$ cat src/rtl/fwd_hazard_pkg.sv
// Shared types and select encodings for the forwarding/hazard controller.
package fwd_hazard_pkg;
  localparam int REG_W      = 5;
  localparam int SB_CNT_W   = 8;
  localparam int FWD_SEL_RF = 0;

  typedef logic [REG_W-1:0] reg_idx_t;

  typedef struct packed {
    logic                valid;
    reg_idx_t            rd;
    logic [SB_CNT_W-1:0] cnt;
  } sb_entry_t;

  // The MC result select sits just past the oldest forwarding stage.
  function automatic int fwd_sel_mc(input int num_fwd);
    return num_fwd + 1;
  endfunction
endpackage

$ cat src/rtl/fwd_hazard_unit_scoreboard.sv
// Scoreboard of in-flight fixed-latency MC ops: allocation, countdown,
// WAW invalidation and the match/occupancy queries used by the hazard logic.
module fwd_scoreboard
  import fwd_hazard_pkg::*;
#(
  parameter int NUM_SRC  = 2,
  parameter int SB_DEPTH = 2,
  parameter int MC_LAT   = 4
) (
  input  logic                     clk,
  input  logic                     rst_n,
  input  logic                     i_pipe_en,
  input  logic                     i_ex_wr,
  input  logic                     i_ex_alloc_req,
  input  reg_idx_t                 i_ex_rd,
  input  reg_idx_t [NUM_SRC-1:0]   i_ex_rs,
  input  reg_idx_t [NUM_SRC-1:0]   i_id_rs,
  output logic     [NUM_SRC-1:0]   o_ex_mc_hit,
  output logic     [NUM_SRC-1:0]   o_id_busy,
  output logic                     o_full,
  output logic                     o_no_room
);
  localparam int  IDX_W        = (SB_DEPTH > 1) ? $clog2(SB_DEPTH) : 1;
  localparam int  CW           = $clog2(SB_DEPTH + 2);
  localparam bit  PEND_IS_BUSY = (MC_LAT >= 3);

  sb_entry_t             r_sb     [SB_DEPTH];
  sb_entry_t             w_sb_nxt [SB_DEPTH];
  logic                  w_free_found;
  logic [IDX_W-1:0]      w_free_idx;
  logic [CW-1:0]         w_nvalid;
  logic [SB_DEPTH-1:0]   w_valid;

  always_comb begin
    w_free_found = 1'b0;
    w_free_idx   = '0;
    w_nvalid     = '0;
    for (int e = SB_DEPTH-1; e >= 0; e--) begin
      w_valid[e] = r_sb[e].valid;
      w_nvalid   = w_nvalid + CW'(r_sb[e].valid);
      if (!r_sb[e].valid) begin
        w_free_found = 1'b1;
        w_free_idx   = IDX_W'(e);
      end
    end
  end

  // Free slot is chosen from the pre-edge state, so a slot retiring at this
  // edge is not reused until the next one.
  always_comb begin
    for (int e = 0; e < SB_DEPTH; e++) w_sb_nxt[e] = r_sb[e];
    if (i_pipe_en) begin
      for (int e = 0; e < SB_DEPTH; e++) begin
        if (r_sb[e].valid) begin
          if (r_sb[e].cnt == SB_CNT_W'(1) || (i_ex_wr && r_sb[e].rd == i_ex_rd))
            w_sb_nxt[e] = '0;
          else
            w_sb_nxt[e].cnt = r_sb[e].cnt - SB_CNT_W'(1);
        end
      end
      if (i_ex_alloc_req && w_free_found) begin
        w_sb_nxt[w_free_idx].valid = 1'b1;
        w_sb_nxt[w_free_idx].rd    = i_ex_rd;
        w_sb_nxt[w_free_idx].cnt   = SB_CNT_W'(MC_LAT);
      end
    end
  end

  always_ff @(posedge clk or negedge rst_n) begin
    if (!rst_n) begin
      for (int e = 0; e < SB_DEPTH; e++) r_sb[e] <= '0;
    end else begin
      r_sb <= w_sb_nxt;
    end
  end

  // Entries never hold x0, so source x0 can never match.
  always_comb begin
    o_ex_mc_hit = '0;
    o_id_busy   = '0;
    for (int s = 0; s < NUM_SRC; s++) begin
      for (int e = 0; e < SB_DEPTH; e++) begin
        if (r_sb[e].valid && r_sb[e].rd == i_ex_rs[s] && r_sb[e].cnt == SB_CNT_W'(1))
          o_ex_mc_hit[s] = 1'b1;
        if (r_sb[e].valid && r_sb[e].rd == i_id_rs[s] && r_sb[e].cnt >= SB_CNT_W'(3))
          o_id_busy[s] = 1'b1;
      end
      if (PEND_IS_BUSY && i_ex_alloc_req && i_ex_rd == i_id_rs[s])
        o_id_busy[s] = 1'b1;
    end
  end

  assign o_full    = &w_valid;
  assign o_no_room = (w_nvalid + CW'(i_ex_alloc_req)) >= CW'(SB_DEPTH);
endmodule

$ cat src/rtl/fwd_hazard_unit.sv
// Operand-forwarding select and ID stall generation for the RV32I pipeline.
// Optional perf counters are built only when FWD_HAZARD_PERF_EN is defined.
module fwd_hazard_unit
  import fwd_hazard_pkg::*;
#(
  parameter int NUM_SRC  = 2,
  parameter int NUM_FWD  = 2,
  parameter int SB_DEPTH = 2,
  parameter int MC_LAT   = 4,
  parameter int CNT_W    = 32,
  parameter int SEL_W    = $clog2(NUM_FWD + 2)
) (
  input  logic                            clk,
  input  logic                            rst_n,
  input  logic                            i_pipe_en,
  input  logic                            i_id_valid,
  input  logic                            i_id_is_mc,
  input  logic [NUM_SRC-1:0][REG_W-1:0]   i_id_rs_s,
  input  logic [NUM_SRC-1:0]              i_id_rs_used,
  input  logic                            i_ex_valid,
  input  logic                            i_ex_regf_we,
  input  logic                            i_ex_is_load,
  input  logic                            i_ex_is_mc,
  input  logic [REG_W-1:0]                i_ex_rd_s,
  input  logic [NUM_SRC-1:0][REG_W-1:0]   i_ex_rs_s,
  input  logic [NUM_FWD-1:0]              i_stg_valid,
  input  logic [NUM_FWD-1:0]              i_stg_regf_we,
  input  logic [NUM_FWD-1:0][REG_W-1:0]   i_stg_rd_s,
  output logic [NUM_SRC-1:0][SEL_W-1:0]   o_fwd_sel,
  output logic                            o_stall_id,
  output logic                            o_sb_full,
  output logic [CNT_W-1:0]                o_lu_stall_cnt,
  output logic [CNT_W-1:0]                o_mc_stall_cnt
);
  logic                          w_ex_wr;
  logic                          w_alloc_req;
  logic [NUM_SRC-1:0]            w_ex_mc_hit;
  logic [NUM_SRC-1:0]            w_id_busy;
  logic                          w_no_room;
  logic [NUM_SRC-1:0][SEL_W-1:0] w_sel;
  logic                          w_lu_hit;
  logic                          w_mc_hit;
  logic                          w_full_stall;

  assign w_ex_wr     = i_ex_valid & i_ex_regf_we;
  assign w_alloc_req = w_ex_wr & i_ex_is_mc & (i_ex_rd_s != '0);

  fwd_scoreboard #(
    .NUM_SRC  (NUM_SRC),
    .SB_DEPTH (SB_DEPTH),
    .MC_LAT   (MC_LAT)
  ) u_sb (
    .clk            (clk),
    .rst_n          (rst_n),
    .i_pipe_en      (i_pipe_en),
    .i_ex_wr        (w_ex_wr),
    .i_ex_alloc_req (w_alloc_req),
    .i_ex_rd        (i_ex_rd_s),
    .i_ex_rs        (i_ex_rs_s),
    .i_id_rs        (i_id_rs_s),
    .o_ex_mc_hit    (w_ex_mc_hit),
    .o_id_busy      (w_id_busy),
    .o_full         (o_sb_full),
    .o_no_room      (w_no_room)
  );

  // Oldest stage is applied first so younger stages overwrite it; the
  // retiring MC result wins over everything.
  always_comb begin
    w_sel = '0;
    for (int s = 0; s < NUM_SRC; s++) begin
      w_sel[s] = SEL_W'(FWD_SEL_RF);
      for (int j = NUM_FWD-1; j >= 0; j--) begin
        if (i_stg_valid[j] && i_stg_regf_we[j] && i_ex_rs_s[s] != '0 &&
            i_stg_rd_s[j] == i_ex_rs_s[s])
          w_sel[s] = SEL_W'(j + 1);
      end
      if (w_ex_mc_hit[s]) w_sel[s] = SEL_W'(fwd_sel_mc(NUM_FWD));
    end
  end

  always_comb begin
    w_lu_hit = 1'b0;
    w_mc_hit = 1'b0;
    for (int s = 0; s < NUM_SRC; s++) begin
      if (i_id_rs_used[s] && i_id_rs_s[s] != '0) begin
        if (w_ex_wr && i_ex_is_load && i_id_rs_s[s] == i_ex_rd_s) w_lu_hit = 1'b1;
        if (w_id_busy[s]) w_mc_hit = 1'b1;
      end
    end
  end

  assign w_full_stall = i_id_is_mc & w_no_room;
  assign o_fwd_sel    = rst_n ? w_sel : '0;
  assign o_stall_id   = rst_n & i_id_valid & (w_lu_hit | w_mc_hit | w_full_stall);

`ifdef FWD_HAZARD_PERF_EN
  logic             w_lu_act;
  logic             w_mc_act;
  logic [CNT_W-1:0] r_lu_cnt;
  logic [CNT_W-1:0] r_mc_cnt;

  assign w_lu_act = i_id_valid & w_lu_hit;
  assign w_mc_act = i_id_valid & (w_mc_hit | w_full_stall);

  always_ff @(posedge clk or negedge rst_n) begin
    if (!rst_n) begin
      r_lu_cnt <= '0;
      r_mc_cnt <= '0;
    end else begin
      if (w_lu_act && !(&r_lu_cnt)) r_lu_cnt <= r_lu_cnt + CNT_W'(1);
      if (w_mc_act && !(&r_mc_cnt)) r_mc_cnt <= r_mc_cnt + CNT_W'(1);
    end
  end

  assign o_lu_stall_cnt = r_lu_cnt;
  assign o_mc_stall_cnt = r_mc_cnt;
`else
  assign o_lu_stall_cnt = '0;
  assign o_mc_stall_cnt = '0;
`endif
endmodule

$ cat config.mk
export PLATFORM = sky130hd
export DESIGN_NAME = fwd_hazard_unit
export DESIGN_NICKNAME = d
export VERILOG_FILES = /design/src/rtl/fwd_hazard_pkg.sv /design/src/rtl/fwd_hazard_unit_scoreboard.sv /design/src/rtl/fwd_hazard_unit.sv
export SDC_FILE = /design/constraint.sdc
export NUM_CORES = 1
export LEC_CHECK = 0
export CAP_MARGIN = 40
export CORE_MARGIN = 8
export CORE_UTILIZATION = 30
export CTS_CLUSTER_DIAMETER = 30
export DETAILED_ROUTE_END_ITERATION = 8
export PLACE_DENSITY = 0.57
export SETUP_SLACK_MARGIN = 0.1
export SYNTH_ARGS = -nofsm -noshare
export SYNTH_HDL_FRONTEND = slang
export SYNTH_SLANG_ARGS = --single-unit
$ cat constraint.sdc
create_clock -name clk -period 5.8 [get_ports clk]
set_input_delay 1.16 -clock clk [delete_from_list [all_inputs] [get_ports clk]]
set_output_delay 1.16 -clock clk [all_outputs]
set_load 0.005 [all_outputs]
==> results by stage, run 1 <==
Outcome:
- The flow ran to the end, and the final reports show no timing, DRC or antenna violations.

Die:
- The vertical die dimension is 120.3 um.
- The die is 120.3 um wide.
- The starting density of the core is 0.3037.
- After floorplanning, the core was divided into 38 placement rows.
- The core region area is 10,750 sq um.
- For this design the top-level I/O count stands at 120.
- The die footprint is 14,470 sq um.

Timing:
- Setup violations remaining at the end of the flow were counted as 0.
- The final number of hold-violating endpoints is 0.
- In this run the tightest slew margin relative to its limit is 0.3513.
- For this run, the top clock speed supported by timing is 0.1925 GHz.
- The number of pins exceeding their max-slew limit in the final report is 0.
- The worst clock skew is 0.006141 ns.
- The total negative setup slack is 0 ns.
- The clock period minus final worst setup slack is 5.194 ns.
- Setup repair after global routing left no endpoint under its margin.
- At the pin with the least slew margin, the transition time is 0.9656 ns.
- The final cycle utilization of the critical path is 0.8955.

Critical path:
- The cell type group with the largest total delay on the critical path is buffers and inverters.
- Of all nets on the critical path, the largest fanout is 9.
- STA puts the critical path data arrival time at 4.03 ns.
- Traced cell by cell, the critical path runs through clkdlybuf4s50_1, nor3_1, a21o_1, inv_1, ha_1, a21o_1, a211oi_1, a31oi_1, clkdlybuf4s50_1.
- The largest individual stage delay along the critical path comes from the cell sky130_fd_sc_hd__clkdlybuf4s50_1.
- The delay of the slowest critical-path stage is 0.59 ns.
- Data on the critical path is required at its endpoint by 4.64 ns.
- The category of the worst setup path launch point is an input pin.
- The kind of critical path is in -> out.
- The number of buffers and inverters on the critical path is 3.
- The critical path endpoint category is an output port.

Place:
- The congestion estimate from routability-driven global placement came to 0.8194.
- Once detailed placement completed, the half-perimeter wirelength came to 7.137 mm.
- Buffers placed on the I/O ports in this run total 55.

GRT:
- The pin count of the biggest net entering global routing is 18.
- The overflow left after global routing is 0.
- The number of global-route vias before repair is 2,708.
- The number of antenna violations at the first check in global routing was 0.
- The global-route wire length before repair is 14.19 mm.
- The total global-route track usage is 0.1175.

Final layout:
- Counting flops per register, the top entry is u_sb.r_sb.
- Leaving out fill and tap cells, the most frequent cells in the layout are sky130_fd_sc_hd__conb_1, sky130_fd_sc_hd__xnor2_1, sky130_fd_sc_hd__clkdlybuf4s50_1, sky130_fd_sc_hd__xor2_1, sky130_fd_sc_hd__dfrtp_1.
- The end-of-flow core utilization is 0.3413.
- The final antenna diode count is 0.
- The register with the most flip-flops in the layout has 28 of them.
- At the end of the flow, the number of nets in the layout was 478.
- The leading cell type in the layout, fill and taps excluded is sky130_fd_sc_hd__conb_1.
- Fill cells in the final layout number 1,119.
- The largest registers in the layout are u_sb.r_sb: 28 flops.
- The area growth from synthesis to layout is 12.39%.
- In the final layout, the share of cells above drive strength 1 is 0.03571.

Detailed routing:
- After the first detailed-routing iteration, the DRC count stood at 107.
- The number of design rule violations left after detail routing is 0.
- Across all layers, the routed design uses 2,668 vias.
- The number of vias per cell is 4.764.
- The final routed wirelength across all metal layers is 8.776 mm.
- The routed wirelength normalized by instance count is 15.67 um.
- The first detailed-routing pass took 4 iterations.
- The count of nets left with antenna violations after detail routing is 0.

Yosys:
- The yosys synthesis warning count is 0.
- The synthesized instance count is 391.
- The number of distinct library cells after synthesis is 56.
- Ranked by total cell area, the synthesized netlist is headed by sky130_fd_sc_hd__dfrtp_1, sky130_fd_sc_hd__xnor2_1, sky130_fd_sc_hd__buf_4.
- The leading register cell type out of synthesis is sky130_fd_sc_hd__dfrtp_1.
- In this run, synthesis inferred 0 flip-flops with an integrated enable.
- The share of the Yosys chip area taken by registers is 0.2147.
- The library cell with the largest summed area after synthesis is sky130_fd_sc_hd__dfrtp_1.
- Of the post-synthesis cell area, the dominant cell type holds 0.2147.
- The post-synthesis average cell area is 8.346 sq um.
- The combined area of all synthesized cells is 3263 sq um.
- In the synthesized netlist the async set-or-reset flop fraction comes to 1.000.
- Synthesis inferred 28 register bits.

CTS:
- Counting the buffers created by CTS gives 3.
- The number of instances resized during post-cts repair is 0.
- For this design, the CTS-stage hold fixing added 0 buffers.
- Counting every sink on the clock net gives 28.
- The clock transition at the registers of the reported paths is 0.09 ns.
- TritonCTS built the clock tree.
- The tree is rooted in a sky130_fd_sc_hd__clkbuf_8.
- The number of buffers on the longest clock path is 2.
- The post-CTS setup repair buffer count is 0.
- The CTS H-tree depth is 1.
- The clock reaches the later pin of the worst-skew pair after 0.28 ns.

Power and ir drop:
- IR analysis of the VDD net gives a maximum drop of 117.5 uV.
- The total power divided by cell area is 273.9 nW/um^2.
- For this design the static power due to leakage is 1.441 nW.

Worst hold path:
- The worst hold path belongs to the class reg -> reg.

Flow run:
- The count of maximum capacitance violations is 0.
-- final timing paths --
| check | startpoint | endpoint | slack, ns | cells after the start |
|---|---|---|---|---|
| max | i_ex_rd_s[0] | o_stall_id | 0.61 | 9 |
| min | u_sb.r_sb[7] | u_sb.r_sb[7] | 0.54 | 1 |
| max reg2reg | u_sb.r_sb[4] | u_sb.r_sb[3] | 3.51 | 5 |
| min reg2reg | u_sb.r_sb[7] | u_sb.r_sb[7] | 0.54 | 1 |
| max in group asynchronous | rst_n | u_sb.r_sb[17] | 3.77 | 2 |
| min in group asynchronous | rst_n | u_sb.r_sb[11] | 1.30 | 1 |
-- layer usage --
layer,share of wire,up-vias,track usage
li1,-,1284,-
met1,0.42,1286,0.1417
met2,0.50,89,0.2152
met3,0.067,9,0.02238
met4,0.011,0,0.01717
met5,0,-,0
-- cell families after synthesis --
logic type      Yosys count  synth area share
compound gates           68            0.1591
xor+xnor                 85            0.2281
fa+ha+maj                 7           0.02684
buf+inv                 103            0.2005
flops                    28            0.2147
mux                       1          0.003068
other cells               1          0.001149
simple gates             98            0.1664
-- stage by stage --
stage,area (sq um),power [mW],std cells,setup slack (ns),hold WS [ns]
final,3667,1.004,560,0.6060,0.5360
after global routing,3667,1.095,560,0.3545,0.5851
after CTS,3667,1.011,560,0.6054,0.5427
after detailed placement,3612,0.8828,556,0.6238,0.5208
after global placement,3612,0.8713,556,0.6957,0.5082
after floorplan,3500,0.7780,454,1.843,0.4893
-- worst reg2reg max path, cell delays in order (launching register included) --
cell	delay [ns]
sky130_fd_sc_hd__dfrtp_1	0.46
sky130_fd_sc_hd__or4_4	0.53
sky130_fd_sc_hd__nor4b_2	0.37
sky130_fd_sc_hd__o21bai_2	0.32
sky130_fd_sc_hd__a2111oi_0	0.21
sky130_fd_sc_hd__a221o_1	0.30
-- Yosys cell counts, drive strengths merged (3+ instances only) --
master,n
a211oi,6
a21boi,5
a21o,7
a22o,6
a22oi,5
buf,67
clkbuf,27
dfrtp,28
ha,7
inv,8
nand2,19
nand3,15
nand4,7
nor2,17
nor3,9
nor4,13
nor4b,3
o21ai,11
o21bai,3
o2bb2ai,5
or4,6
xnor2,55
xor2,30
-- area by class of cell --
class                           count  area [sq um]  area share
Clock buffer                        4         55.05     0.01501
Inverter                            9         33.78    0.009212
Tap cell                          140         175.2     0.04777
Multi-Input combinational cell    323          2145      0.5848
Sequential cell                    28         700.7      0.1911
Timing Repair Buffer               56         558.0      0.1522
-- where the power goes --
part | leakage, nW | switching (mW) | internal [mW]
clock | 0.0288 | 0.0625 | 0.0608
combinational | 1.09 | 0.216 | 0.252
sequential | 0.324 | 0.149 | 0.264
(Power assumes the default switching activity.)
==> run 2: changes to the inputs <==
CAP_MARGIN = unset   (was 40)
==> results of run 2 <==
The final DEF is identical to that of run 1; final timing and power are the same.
